### config.mk
export PLATFORM = sky130hd
export DESIGN_NAME = digital_lf_gear
export DESIGN_NICKNAME = d
export VERILOG_FILES = /design/src/rtl/lf_pkg.sv /design/src/rtl/lf_lock_det.sv /design/src/rtl/digital_lf_gear.sv
export SDC_FILE = /design/constraint.sdc
export NUM_CORES = 1
export LEC_CHECK = 0
export BUFFER_PORTS_ARGS = -buffer_cell sky130_fd_sc_hd__clkbuf_2
export CAP_MARGIN = 30
export CORE_ASPECT_RATIO = 2
export CORE_MARGIN = 2
export CORE_UTILIZATION = 40
export CTS_BUF_LIST = sky130_fd_sc_hd__clkbuf_4
export DETAILED_ROUTE_END_ITERATION = 7
export GPL_ROUTABILITY_DRIVEN = 1
export PLACE_DENSITY = 0.52
export SYNTH_ARGS = -nofsm -noshare
export SYNTH_HDL_FRONTEND = slang
export SYNTH_SLANG_ARGS = --single-unit
### constraint.sdc
create_clock -name clk -period 5.3 [get_ports clk]
set_input_delay 0.53 -clock clk [delete_from_list [all_inputs] [get_ports clk]]
set_output_delay 0.53 -clock clk [all_outputs]
set_load 0.01 [all_outputs]
### src/rtl/lf_pkg.sv
// Shared types and helpers for the digital PLL loop filter.
//   lf_state_t   : lock-detect gear (acquisition / tracking)
//   calc_t       : wide signed type used for all datapath arithmetic,
//                  large enough that no intermediate result can overflow
//   sat_signed   : clamp to the range of a w-bit signed number
//   sat_unsigned : clamp to the range of a w-bit unsigned number
//   abs_err      : magnitude of a (sign-extended) error sample
package lf_pkg;

    typedef enum logic [0:0] {
        LF_ACQ = 1'b0,
        LF_TRK = 1'b1
    } lf_state_t;

    localparam int CALC_W = 64;
    typedef logic signed [CALC_W-1:0] calc_t;

    function automatic calc_t sat_signed(input calc_t v, input int w);
        calc_t hi;
        calc_t lo;
        hi = (calc_t'(1) <<< (w - 1)) - calc_t'(1);
        lo = -(calc_t'(1) <<< (w - 1));
        if (v > hi) return hi;
        if (v < lo) return lo;
        return v;
    endfunction

    function automatic calc_t sat_unsigned(input calc_t v, input int w);
        calc_t hi;
        hi = (calc_t'(1) <<< w) - calc_t'(1);
        if (v > hi) return hi;
        if (v < calc_t'(0)) return calc_t'(0);
        return v;
    endfunction

    // Operand is already widened, so negating the most negative input
    // sample cannot overflow.
    function automatic calc_t abs_err(input calc_t v);
        return (v < calc_t'(0)) ? -v : v;
    endfunction

endpackage

### src/rtl/lf_lock_det.sv
// Lock detector: counts consecutive in-band error samples while in
// acquisition and shifts to tracking once LOCK_CNT are seen; drops back to
// acquisition on a large error or on force_acq.
//   clk, reset  : clock, synchronous active-high reset
//   i_valid     : error sample qualifier
//   i_err       : signed error sample
//   i_hold      : freeze counter and state (force still acts)
//   i_force_acq : return to acquisition, clear counter
//   o_state     : current gear (selects gains in the datapath)
//   o_locked    : high while tracking
module lf_lock_det
    import lf_pkg::*;
#(
    parameter int IN_W       = 4,
    parameter int LOCK_THR   = 1,
    parameter int LOCK_CNT   = 16,
    parameter int UNLOCK_THR = 4
) (
    input  logic                   clk,
    input  logic                   reset,
    input  logic                   i_valid,
    input  logic signed [IN_W-1:0] i_err,
    input  logic                   i_hold,
    input  logic                   i_force_acq,
    output lf_state_t              o_state,
    output logic                   o_locked
);

    localparam int CNT_W = $clog2(LOCK_CNT + 1);

    lf_state_t        r_state;
    lf_state_t        w_state_next;
    logic [CNT_W-1:0] r_cnt;
    logic [CNT_W-1:0] w_cnt_next;
    calc_t            w_abs;

    assign w_abs = abs_err(calc_t'(i_err));

    always_ff @(posedge clk) begin
        if (reset) begin
            r_state <= LF_ACQ;
            r_cnt   <= '0;
        end else begin
            r_state <= w_state_next;
            r_cnt   <= w_cnt_next;
        end
    end

    always_comb begin
        w_state_next = r_state;
        w_cnt_next   = r_cnt;
        if (i_force_acq) begin
            // Wins over any lock transition the same sample would cause.
            w_state_next = LF_ACQ;
            w_cnt_next   = '0;
        end else if (i_valid && !i_hold) begin
            case (r_state)
                LF_ACQ: begin
                    if (w_abs <= calc_t'(LOCK_THR)) begin
                        if (r_cnt == CNT_W'(LOCK_CNT - 1)) begin
                            w_state_next = LF_TRK;
                            w_cnt_next   = '0;
                        end else begin
                            w_cnt_next = r_cnt + CNT_W'(1);
                        end
                    end else begin
                        w_cnt_next = '0;
                    end
                end
                LF_TRK: begin
                    if (w_abs > calc_t'(UNLOCK_THR)) begin
                        w_state_next = LF_ACQ;
                        w_cnt_next   = '0;
                    end
                end
                default: begin
                    w_state_next = LF_ACQ;
                    w_cnt_next   = '0;
                end
            endcase
        end
    end

    assign o_state  = r_state;
    assign o_locked = (r_state == LF_TRK);

endmodule

### src/rtl/digital_lf_gear.sv
// Gear-shifting PI loop filter for the digital PLL. Turns a signed timing
// error into an unsigned DCO control word centred on INIT. The integrator
// carries FRAC fractional bits and has Ki applied on entry, so switching
// gains between acquisition and tracking never steps the output.
//   clk, reset : clock, synchronous active-high reset
//   in_valid   : qualifies in
//   in         : signed timing error
//   hold       : freeze integrator and lock counter
//   force_acq  : return to acquisition gains
//   out        : control word (one-cycle latency)
//   out_valid  : pulses one cycle after each valid sample
//   locked     : high in tracking
//   sat        : out was clamped on the last update
module digital_lf_gear
    import lf_pkg::*;
#(
    parameter int IN_W       = 4,
    parameter int OUT_W      = 13,
    parameter int ACC_W      = 20,
    parameter int FRAC       = 4,
    parameter int INIT       = 4096,
    parameter int KP_ACQ     = 32,
    parameter int KI_ACQ     = 16,
    parameter int KP_TRK     = 8,
    parameter int KI_TRK     = 2,
    parameter int LOCK_THR   = 1,
    parameter int LOCK_CNT   = 16,
    parameter int UNLOCK_THR = 4
) (
    input  logic                   clk,
    input  logic                   reset,
    input  logic                   in_valid,
    input  logic signed [IN_W-1:0] in,
    input  logic                   hold,
    input  logic                   force_acq,
    output logic [OUT_W-1:0]       out,
    output logic                   out_valid,
    output logic                   locked,
    output logic                   sat
);

    logic signed [ACC_W-1:0] r_acc;
    logic [OUT_W-1:0]        r_out;
    logic                    r_out_valid;
    logic                    r_sat;

    lf_state_t w_state;
    calc_t     w_in;
    calc_t     w_kp;
    calc_t     w_ki;
    calc_t     w_out_raw;
    calc_t     w_out_sat;
    calc_t     w_acc_raw;
    calc_t     w_acc_sat;

    lf_lock_det #(
        .IN_W       (IN_W),
        .LOCK_THR   (LOCK_THR),
        .LOCK_CNT   (LOCK_CNT),
        .UNLOCK_THR (UNLOCK_THR)
    ) u_lock_det (
        .clk         (clk),
        .reset       (reset),
        .i_valid     (in_valid),
        .i_err       (in),
        .i_hold      (hold),
        .i_force_acq (force_acq),
        .o_state     (w_state),
        .o_locked    (locked)
    );

    // Gains follow the registered state, i.e. the gear in force during the
    // sample's own cycle.
    assign w_in = calc_t'(in);
    assign w_kp = (w_state == LF_TRK) ? calc_t'(KP_TRK) : calc_t'(KP_ACQ);
    assign w_ki = (w_state == LF_TRK) ? calc_t'(KI_TRK) : calc_t'(KI_ACQ);

    // Output uses the pre-update integrator; its fraction is dropped by an
    // arithmetic shift (floor toward minus infinity).
    assign w_out_raw = calc_t'(INIT) + w_kp * w_in + (calc_t'(r_acc) >>> FRAC);
    assign w_out_sat = sat_unsigned(w_out_raw, OUT_W);
    assign w_acc_raw = calc_t'(r_acc) + w_ki * w_in;
    assign w_acc_sat = sat_signed(w_acc_raw, ACC_W);

    always_ff @(posedge clk) begin
        if (reset) begin
            r_out       <= OUT_W'(INIT);
            r_acc       <= '0;
            r_out_valid <= 1'b0;
            r_sat       <= 1'b0;
        end else if (in_valid) begin
            r_out       <= OUT_W'(w_out_sat);
            r_out_valid <= 1'b1;
            r_sat       <= (w_out_sat != w_out_raw);
            if (!hold) begin
                r_acc <= ACC_W'(w_acc_sat);
            end
        end else begin
            r_out_valid <= 1'b0;
        end
    end

    assign out       = r_out;
    assign out_valid = r_out_valid;
    assign sat       = r_sat;

endmodule

After elaboration in Yosys (flattened, before gate mapping)
Index checks and enable logic that the tools add are counted.
- flip-flop bits (word level): 41
- input bits: 9
- output and inout port bits: 16
- word-level logic and storage cells: 56
- add/sub/neg operators: 5
- multiply operators: 2
- $lt $le $gt $ge: 7
- equal/unequal tests: 3
- mux-type cells: 26
- bitwise gates (word level): 2
- reduce and logical (&&, ||, !) cells: 5
- operator list (operator ; count):
    $mux 64 ; 5
    $mux 20 ; 4
    $gt 64x4->1 const B ; 1
    $le 64x2->1 const B ; 1
    $ne 64x17->1 ; 1
    $neg 4->64 ; 1
    $add 20x10->21 ; 1
    $gt 21x20->1 const B ; 1
    $lt 21x20->1 const B ; 1
    $mux 5 ; 4
    $add 15x16->17 ; 1
    $gt 17x14->1 const B ; 1
    $lt 17x1->1 const B ; 1
    $add 14x11->15 const A ; 1
    $mul 7x4->11 ; 1
    $mul 6x4->10 ; 1
    $mux 1 ; 10
    $pmux 5 s2 ; 1
    $mux 6 ; 1
    $add 5x1->5 const B ; 1
    $eq 5x4->1 const B ; 1
    $lt 4x1->1 const B ; 1
    $reduce_and 2->1 ; 2
    $ne 2x2->1 const B ; 1
    other kinds (5) ; 6

Longest topological paths before layout
Gate-level depths: netlist of run 1.
- word-level depth: 10
- mapped depth: 19

Modules after synthesis
From an unflattened synthesis of run 1, not the netlist that was laid out.
- cells, all modules: 500
- area, all modules: 4321.6 um^2
- by module, submodules not included (module ; instances ; cells an instance ; area an instance (um^2) ; seq. area each (um^2)):
    digital_lf_gear ; 1 ; 447 ; 3873.7 ; 680.7
    lf_lock_det ; 1 ; 53 ; 447.9 ; 120.1

Least setup slack after synthesis of run 1
No wires, ideal clock.
- path kind: register to register
- start: register u_lock_det.r_state, in the netlist u_lock_det.o_locked
- end: register r_acc[5]
- library setup time: 81 ps
- data arrival time: 4182 ps
- required time: 5219 ps
- path slack: 1037 ps
- cell stages (with the launch flop): 18
- path buffers: 2
- clock period less this slack: 4263 ps
- cells stage by stage: dfxtp_1 > clkbuf_1 > and2_1 > ha_1 > inv_1 > fa_1 > fa_1 > inv_1 > ha_1 > a211oi_2 > o21bai_2 > a2111oi_4 > o31ai_2 > mux2i_1 > nand2_1 > buf_6 > maj3_2 > a211oi_2
- word-level cells in the longest chain between the ends: 8
- ends and longest elaborated chain (what ; line ; text):
    start: declaration ; lf_lock_det.sv:31 ; lf_state_t r_state;
    start signal: assignment ; lf_lock_det.sv:44 ; r_state <= w_state_next;
    $mux 5 * ; digital_lf_gear.sv:76 ; assign w_ki = (w_state == LF_TRK) ? calc_t'(KI_TRK) : calc_t'(KI_ACQ);
    $mul 6x4->10 * ; digital_lf_gear.sv:82 ; assign w_acc_raw = calc_t'(r_acc) + w_ki * w_in;
    $add 20x10->21 * ; digital_lf_gear.sv:82 ;
    $lt 21x20->1 ; lf_pkg.sv:24 ; if (v < lo) return lo;
    $mux 1 (2 in a row) ; lf_pkg.sv:24 ;
    $mux 20 ; lf_pkg.sv:25 ; return v;
    $mux 20 * ; lf_pkg.sv:24 ;
    end signal: assignment ; digital_lf_gear.sv:96 ; r_acc <= ACC_W'(w_acc_sat);
    end: declaration ; digital_lf_gear.sv:42 ; logic signed [ACC_W-1:0] r_acc;
Every way passes the cells marked *; elsewhere a longest branch is shown, timed or not. The select of a mux whose other input is x is not followed.
A chain may end at the register's enable or synchronous reset.

Worst setup path in the final report of run 1
- start: register u_lock_det.r_state, in the netlist u_lock_det.o_locked
- end: register r_acc[18]
The elaborated chain is that of the path after synthesis.

==> results.json, run 1 <==
{
  "drt_wl_total_um": 9930,
  "worstPathRequired_ns": 5.58,
  "mostFrequentLayoutCells": "77 x ha_1, 53 x inv_1, 40 x dfxtp_1, 38 x nor2_1",
  "grt_pass1_vias": 3336,
  "drt-vias-per-instance": 5.26,
  "finalCritPeriodShare": 0.840,
  "clock_skew_ns": 0.00818,
  "die_h_um": 152,
  "final_util": 0.437,
  "status": "finished clean",
  "hp-class": "input pin to flop",
  "drive_gt1_frac": 0.184,
  "clk_pin_slew_ns": 0.13,
  "track_usage": 0.178,
  "synthCells": 481,
  "min_period_ns": 4.45,
  "coreArea_um2": 10700,
  "clkSinkCount": 40,
  "grt_overflow": 0,
  "yosys.area_share.simple": 0.116,
  "p_per_area_nw_per_um2": 250,
  "layout_commonest_cell": "ha_1",
  "placed_area_um2": 4640,
  "antennaDiodeCount": 0,
  "synthArstFlopShare": 0,
  "drt_pre_antenna_iters": 4,
  "drtAntennaViolNets": 0,
  "syn_area_um2": 4360,
  "ys_warn_count": 0,
  "synth_flop_cell": "dfxtp_1",
  "yosysSeqAreaShare": 0.184,
  "drv_slew": 0,
  "syn_nets": 582,
  "max_cap_viol_count": 0,
  "initial_core_util": 0.406,
  "cts-root-buf": "clkbuf_4",
  "vdd_drop_max_v": 0.000104,
  "ioPinCount": 25,
  "synth_edf_count": 0,
  "p_leak_nw": 2.19,
  "yosys_register_bits": 40,
  "postCtsHoldBufs": 0,
  "criticalPathCategory": "flop to flop",
  "synth_fa_ha_area_frac": 0.336,
  "arrival_ns": 4.73,
  "ctsResizeCount": 0,
  "grt_max_degree": 38,
  "critPathMaxFanout": 19,
  "chipWidth_um": 77.8,
  "yosysTopAreaCellShare": 0.221,
  "clk_path_buf_depth": 2,
  "end_kind": "flop",
  "yosysTopAreaCell": "ha_1",
  "antenna_found_initial": 0,
  "setup_tns_ns": 0,
  "avgSynthCellArea_um2": 9.07,
  "cts_tree": "built",
  "place_congestion": 0.816,
  "cp-start-kind": "flop",
  "final_hold_viol_count": 0,
  "syn2layout_area_growth_pct": 7.54,
  "setup_viol_count_final": 0,
  "clock_latency_ns": 0.36,
  "synth_top_family_by_area": "adder cells",
  "postCtsSetupBuffers": 0,
  "numCtsBuffers": 5,
  "hpwl_um": 8010,
  "slew_headroom": 0.451,
  "drcViolationCount": 0,
  "wl_per_cell_um": 15.5,
  "tightest_slew_ns": 0.824,
  "h-tree-depth": 2,
  "grt_pass1_wl_um": 16600,
  "final_nets": 600,
  "synth_xor_area_frac": 0.0439,
  "synth_compound_area_frac": 0.238,
  "port_buffers": 24,
  "ys_types": 60,
  "drt-initial-drc-count": 91,
  "muxShareOfSynthArea": 0.00947,
  "rsz0062_at_grt": "false",
  "fmax_mhz": 225,
  "fin_area_um2": 4690,
  "netlist_top_cells_area": "ha_1 22%, dfxtp_1 18%, fa_1 6.9%",
  "fp.dieArea_um2": 11800,
  "rows": 54,
  "vias": 3369
}
-- synth_stat cells, types with 3 or more instances --
master / number
ha_1: 77
inv_1: 53
dfxtp_1: 40
nor2_1: 39
a21oi_1: 24
o21ai_0: 21
a211oi_2: 20
maj3_2: 18
nand2_1: 16
fa_1: 15
a221o_1: 14
clkbuf_1: 14
xor2_1: 12
a21o_1: 11
nor3_1: 11
xnor2_1: 8
nand3_1: 7
a211oi_1: 4
and2_1: 4
buf_6: 4
nand2b_1: 4
nor2b_1: 4
and3_1: 3
buf_2: 3
mux2i_1: 3
nand4_1: 3
nor4_1: 3
o211a_1: 3
o21a_1: 3
or3_1: 3
-- cell families (layout without fill, tap and decap cells) --
kind of cell             count (synthesis)  after routing
XOR/XNOR                                21             21
flip-flops                              40             40
AND/OR/NAND/NOR                        104            104
multiplexers                             4              4
adder cells (fa/ha/maj)                110            110
AO/OA/AOI/OAI                          126            126
buffers and inverters                   76             95
-- path summary, 6_finish.rpt --
check | cells after the start | start | slack, ns | to
max | 16 | u_lock_det.o_locked | 0.85 | r_acc[18]
min | 2 | force_acq | 0.35 | u_lock_det.r_cnt[0]
max reg2reg | 16 | u_lock_det.o_locked | 0.85 | r_acc[18]
min reg2reg | 2 | u_lock_det.r_cnt[4] | 0.45 | u_lock_det.r_cnt[4]
-- registers in the layout, summed over array words and instances (netlist names) --
signal	flops
r_acc	19
out	13
u_lock_det.r_cnt	5
out_valid	1
sat	1
u_lock_det.o_locked	1
-- cell type report --
cell class | count | area [µm²]
clock buffer | 5 | 37.5
clock inverter | 3 | 13.8
fill | 1082 | 6050
inverter | 53 | 199
multi-input combinational | 365 | 3250
sequential | 40 | 801
tap | 140 | 175
timing repair buffer | 34 | 215
-- per-layer routing --
| metal | GRT usage | share of wire | vias to the layer above |
|---|---|---|---|
| met5 | 0 | 0 | - |
| met4 | 0.0411 | 0.011 | 0 |
| met3 | 0.0178 | 0.012 | 9 |
| met2 | 0.323 | 0.53 | 21 |
| met1 | 0.224 | 0.45 | 1568 |
| li1 | - | - | 1771 |
-- critical path, stage by stage, from the launching register on --
cell and delay, ns:
dfxtp_1 0.42, and2_1 0.15, ha_1 0.19, inv_1 0.08, fa_1 0.49, fa_1 0.61, inv_1 0.06, ha_1 0.32
a211oi_2 0.29, o21bai_2 0.15, a2111oi_4 0.41, o31ai_2 0.18, mux2i_1 0.18, nand2_1 0.07, buf_4 0.22, maj3_2 0.34
a211oi_2 0.22
-- power by group --
part           internal, mW  switching (mW)  total [mW]
registers             0.336          0.0259       0.362
clock network        0.0488           0.108       0.157
logic                 0.289           0.363       0.652
total                 0.674           0.497        1.17
-- metrics by stage --
stage | setup WS, ns | std cells | total power, mW | hold slack [ns]
finish | 0.847 | 640 | 1.17 | 0.353
global placement | 0.477 | 630 | 1.02 | 0.433
CTS | 0.826 | 640 | 1.19 | 0.342
global route | 0.602 | 640 | 1.28 | 0.351
floorplan | 1.04 | 481 | 0.872 | 0.417
detailed placement | 0.554 | 632 | 1.03 | 0.438
No activity file was read; power rests on OpenSTA's default activity.
==> run 2, diff against run 1 <==
Settings changed: ABC_AREA set to 1.
Clock period 5.3 ns to 4.6 ns, I/O delays scaled along.
==> results.json, run 2 <==
{
  "status": "finished clean",
  "hold_depth": 4,
  "p_int_uw": 777,
  "fp.dieArea_um2": 11900,
  "p_clk_frac": 0.170,
  "r2r_setup_slack_ns": 0.62,
  "clock_skew_ns": 0.0112,
  "drt_wl_total_um": 11500,
  "hpwl_um": 9750,
  "critPathMaxFanout": 12,
  "p_switching_uw": 619,
  "chipWidth_um": 78.1,
  "drtAntennaViolNets": 0,
  "drt_pre_antenna_iters": 4,
  "rsz0062_at_grt": "false",
  "clk_path_buf_depth": 2,
  "yosysSeqAreaShare": 0.182,
  "port_buffers": 24,
  "top_register": "r_acc",
  "p_per_area_nw_per_um2": 296,
  "yosysTopAreaCell": "ha_1",
  "grt_overflow": 0,
  "crit_top_cell": "nand2_1",
  "synth_edf_count": 0,
  "slew_headroom": 0.405,
  "place_congestion": 0.891,
  "ctsResizeCount": 0,
  "ys_types": 38,
  "synthArstFlopShare": 0,
  "postCtsSetupBuffers": 0,
  "mostFrequentLayoutCells": "163 x nand2_1, 100 x inv_1, 77 x ha_1, 41 x nor2_1",
  "wl_per_cell_um": 14.7,
  "netlist_top_cells_area": "ha_1 22%, dfxtp_1 18%, nand2_1 14%",
  "grt_pass1_wl_um": 19100,
  "worst_path_max_delay_cell": "dfxtp_1",
  "syn_nets": 720,
  "die_h_um": 152,
  "worstPathRequired_ns": 4.91,
  "setup_slack_ns": 0.619,
  "cp-start-kind": "flop",
  "slowest_delay_ns": 0.59,
  "clkSinkCount": 40,
  "largest_reg_flops": 19,
  "setup_tns_ns": 0,
  "p_comb_frac": 0.535,
  "tightest_slew_ns": 0.891,
  "drt-vias-per-instance": 4.92,
  "yosys_register_bits": 40,
  "swShare": 0.443,
  "timing.rr.end": "out[5]",
  "drcViolationCount": 0,
  "grt_pass1_vias": 3975,
  "ys_warn_count": 0,
  "path_buf_inv": 0,
  "avgSynthCellArea_um2": 7.09,
  "reg2reg_depth": 17,
  "ioPinCount": 25,
  "synth.top_cells.by_count": "163 x nand2_1, 100 x inv_1, 77 x ha_1",
  "h-tree-depth": 2,
  "initial_core_util": 0.406,
  "vdd_drop_max_v": 0.000130,
  "p_leak_nw": 2.68,
  "fillerInstances": 1194,
  "final_hold_viol_count": 0,
  "layout_commonest_cell": "nand2_1",
  "finalCritPeriodShare": 0.865,
  "timing.rr.start": "u_lock_det.o_locked",
  "path_cells": "nor2_1 > ha_1 > fa_1 > fa_1 > ha_1 > nand2_1 > o21ai_1 > nand2_1 > nand3b_1 > nand2_1 > nand2_1 > nor2_1 > nor2_1 > nand2_1 > nor2_2 > nand2_1 > nand2_1",
  "drv_slew": 0,
  "max_cap_viol_count": 0,
  "criticalPathCategory": "flop to flop",
  "coreArea_um2": 10800,
  "synth_flop_cell": "dfxtp_1",
  "crit_family": "adder cells",
  "antenna_found_initial": 1,
  "fmax_mhz": 251,
  "clk_pin_slew_ns": 0.12,
  "final_nets": 743,
  "arrival_ns": 4.29,
  "cts_tree": "built",
  "clock_latency_ns": 0.37,
  "cts-root-buf": "clkbuf_4",
  "drt-initial-drc-count": 106,
  "track_usage": 0.204,
  "numCtsBuffers": 5,
  "min_from": "force_acq",
  "drive_gt1_frac": 0.106,
  "min_period_ns": 3.98,
  "postCtsHoldBufs": 0,
  "syn2layout_area_growth_pct": 7.44,
  "setup_viol_count_final": 0,
  "synth_most_common_cell": "nand2_1",
  "syn_area_um2": 4390,
  "holdPathEnd": "u_lock_det.r_cnt[4]",
  "grt_max_degree": 24,
  "dp_slack_ns": 0.489,
  "vias": 3861,
  "hp-class": "input pin to flop",
  "yosysTopAreaCellShare": 0.219,
  "synthCells": 619,
  "rows": 54,
  "end_kind": "flop",
  "seqPwrFrac": 0.295
}
run 2: cell types whose count changed after synthesis, moves of 12 or more:
cell	before	now
maj3_2	18	0
a211oi_2	20	0
o21ai_0	21	8
nand2_1	16	163
nand3_1	7	40
a221o_1	14	0
inv_1	53	100
nand4_1	3	15
run 2: worst max path at each step:
stage / startpoint / to / slack, ns / cells past startpoint
6_report: u_lock_det.o_locked / out[5] / 0.62 / 17
5_1_grt: u_lock_det.o_locked / r_acc[15] / 0.23 / 21
4_1_cts: u_lock_det.o_locked / out[9] / 0.52 / 13
3_5_place_dp: in[1] / out[9] / 0.49 / 15
3_3_place_gp: in[1] / out[9] / 0.54 / 15
2_1_floorplan: u_lock_det.o_locked / out[12] / 0.89 / 15
run 2: through the flow:
stage / hold WS [ns] / std cells / cell area (µm²) / total power [mW] / utilization
floorplan: 0.429 / 619 / 4390 / 0.989 / -
global placement: 0.439 / 774 / 4630 / 1.17 / 0.428
detailed placement: 0.441 / 774 / 4630 / 1.17 / 0.428
CTS: 0.317 / 782 / 4710 / 1.41 / 0.435
global route: 0.342 / 784 / 4720 / 1.53 / 0.436
finish: 0.328 / 784 / 4720 / 1.40 / 0.436
run 2: logic make-up after synthesis:
family          count (synthesis)  synth area share
xor+xnor                       22            0.0456
fa+ha+maj                      92             0.288
buf+inv                       116             0.108
flops                          40             0.182
compound gates                 55            0.0710
simple gates                  294             0.305
run 2: cell type report:
cell class / count / area (µm²) / share of cell area
diodes: 1 / 2.50 / 0.000531
flip-flops and latches: 40 / 801 / 0.170
well taps: 140 / 175 / 0.0371
repair buffers: 30 / 165 / 0.0350
clock inverters: 3 / 37.5 / 0.00796
inverters: 102 / 383 / 0.0812
clock buffers: 5 / 37.5 / 0.00796
multi-input cells: 463 / 3110 / 0.660
run 2: power by group through the flow:
stage | registers (mW) | logic (mW) | clock network, mW
after global placement | 0.420 | 0.746 | 0
after floorplan | 0.418 | 0.571 | 0
final | 0.412 | 0.747 | 0.237
after global routing | 0.417 | 0.856 | 0.258
after detailed placement | 0.421 | 0.750 | 0
after CTS | 0.413 | 0.755 | 0.245
run 2: layer usage:
| metal | GRT usage | part of all wire | vias to the layer above |
|---|---|---|---|
| met1 | 0.194 | 0.37 | 1772 |
| met2 | 0.424 | 0.59 | 43 |
| li1 | - | - | 2027 |
| met3 | 0.0172 | 0.014 | 19 |
| met4 | 0.0802 | 0.030 | 0 |
| met5 | 0 | 0 | - |
run 2: worst register-to-register path: stages, from the launching register on:
cell      delay [ns]
dfxtp_1         0.59
nor2_1          0.15
ha_1            0.34
fa_1            0.47
fa_1            0.44
ha_1            0.35
nand2_1         0.09
o21ai_1         0.24
nand2_1         0.09
nand3b_1        0.14
nand2_1         0.08
nand2_1         0.16
nor2_1          0.06
nor2_1          0.08
nand2_1         0.09
nor2_2          0.39
nand2_1         0.12
nand2_1         0.07
==> run 3, diff against run 2 <==
Settings changed: CAP_MARGIN 30 to unset, CELL_PAD_IN_SITES_DETAIL_PLACEMENT set to 0, CELL_PAD_IN_SITES_GLOBAL_PLACEMENT set to 1, PLACE_DENSITY 0.52 to 0.69.
==> results.json, run 3 (same netlist as run 2, synthesis figures left out) <==
{
  "numCtsBuffers": 5,
  "grt_pass1_vias": 3872,
  "postCtsSetupBuffers": 0,
  "hp-class": "input pin to flop",
  "slew_headroom": 0.291,
  "drt_pre_antenna_iters": 4,
  "vias": 3867,
  "largest_reg_flops": 19,
  "path_cells": "nor2_1 > ha_1 > fa_1 > fa_1 > inv_1 > fa_1 > o21ai_1 > nand3_1 > nand3_1 > xnor2_1 > nand4_1 > nand2_1 > nand2_1",
  "track_usage": 0.199,
  "chipWidth_um": 78.1,
  "dp_slack_ns": 0.453,
  "worst_path_max_delay_cell": "dfxtp_1",
  "fillerInstances": 1149,
  "place_congestion": 0.888,
  "final_nets": 743,
  "clk_pin_slew_ns": 0.13,
  "tightest_slew_ns": 1.06,
  "min_period_ns": 4.06,
  "h-tree-depth": 2,
  "grt_max_degree": 25,
  "drtAntennaViolNets": 0,
  "grt_overflow": 0,
  "rsz0062_at_grt": "false",
  "drt_wl_total_um": 11300,
  "seq_area_um2": 801,
  "ctsResizeCount": 0,
  "vdd_drop_max_v": 0.000117,
  "p_per_area_nw_per_um2": 285,
  "drive_gt1_frac": 0.107,
  "path_buf_inv": 1,
  "p_leak_nw": 2.68,
  "clock_skew_ns": 0.0133,
  "syn2layout_area_growth_pct": 6.90,
  "multiInputGateArea_um2": 3110,
  "die_h_um": 152,
  "grt_pass1_wl_um": 18600,
  "max_cap_viol_count": 0,
  "coreArea_um2": 10800,
  "status": "finished clean",
  "finalCritPeriodShare": 0.882,
  "worstPathRequired_ns": 4.89,
  "cts_tree": "built",
  "clk_path_buf_depth": 2,
  "fp.dieArea_um2": 11900,
  "wl_per_cell_um": 14.4,
  "mostFrequentLayoutCells": "163 x nand2_1, 100 x inv_1, 77 x ha_1, 41 x nor2_1",
  "clkSinkCount": 40,
  "setup_viol_count_final": 0,
  "setup_tns_ns": 0,
  "ioPinCount": 25,
  "setup_slack_ns": 0.543,
  "initial_core_util": 0.406,
  "hpwl_um": 9560,
  "port_buffers": 24,
  "top_register": "r_acc",
  "criticalPathCategory": "flop to flop",
  "drv_slew": 0,
  "clock_latency_ns": 0.39,
  "cts-root-buf": "clkbuf_4",
  "fmax_mhz": 246,
  "antenna_found_initial": 1,
  "drcViolationCount": 0,
  "end_kind": "flop",
  "final_hold_viol_count": 0,
  "cp-start-kind": "flop",
  "drt-vias-per-instance": 4.93,
  "drt-initial-drc-count": 100,
  "layout_commonest_cell": "nand2_1",
  "critPathMaxFanout": 14,
  "postCtsHoldBufs": 0,
  "crit_top_cell": "fa_1",
  "rows": 54,
  "arrival_ns": 4.34,
  "slowest_delay_ns": 0.60,
  "crit_family": "adder cells"
}
run 3: layer usage:
metal	up-vias	share of wire	track usage
met5	-	0	0
met4	0	0.023	0.0602
met3	12	0.020	0.0184
met2	45	0.58	0.409
met1	1789	0.37	0.199
li1	2021	-	-
run 3: final timing paths:
path / depth (start not counted) / end / slack [ns] / start
hold / removal: 4 / u_lock_det.r_cnt[4] / 0.31 / force_acq
setup reg to reg: 13 / out[9] / 0.54 / u_lock_det.o_locked
setup / recovery: 13 / out[9] / 0.54 / u_lock_det.o_locked
hold reg to reg: 2 / out[5] / 0.46 / out[5]
run 3: final cells by class:
class	instances	area share
timing repair buffer	30	0.0352
clock buffer	5	0.00800
antenna	1	0.000533
clock inverter	3	0.00293
sequential	40	0.171
tap	140	0.0373
multi-input combinational	463	0.664
inverter	102	0.0816
run 3: metrics by stage:
step	total power [mW]	cell area, µm²	util	hold WS, ns	cells
2_1_floorplan	0.989	4390	-	0.429	619
3_3_place_gp	1.16	4640	0.429	0.437	775
3_5_place_dp	1.16	4640	0.429	0.441	775
4_1_cts	1.36	4690	0.434	0.309	783
5_1_grt	1.47	4690	0.434	0.340	784
6_report	1.34	4690	0.434	0.312	784
run 3: where the power goes:
group          internal (mW)  leakage [nW]  switching [mW]
Sequential             0.383         0.328          0.0278
Combinational          0.280          2.32           0.459
Clock                 0.0562        0.0324           0.131
run 3: worst register-to-register path: stages, from the launching register on:
cell and delay [ns]:
dfxtp_1 0.60, nor2_1 0.16, ha_1 0.34, fa_1 0.47, fa_1 0.57, inv_1 0.06
fa_1 0.47, o21ai_1 0.29, nand3_1 0.11, nand3_1 0.10, xnor2_1 0.46, nand4_1 0.20
nand2_1 0.11, nand2_1 0.05
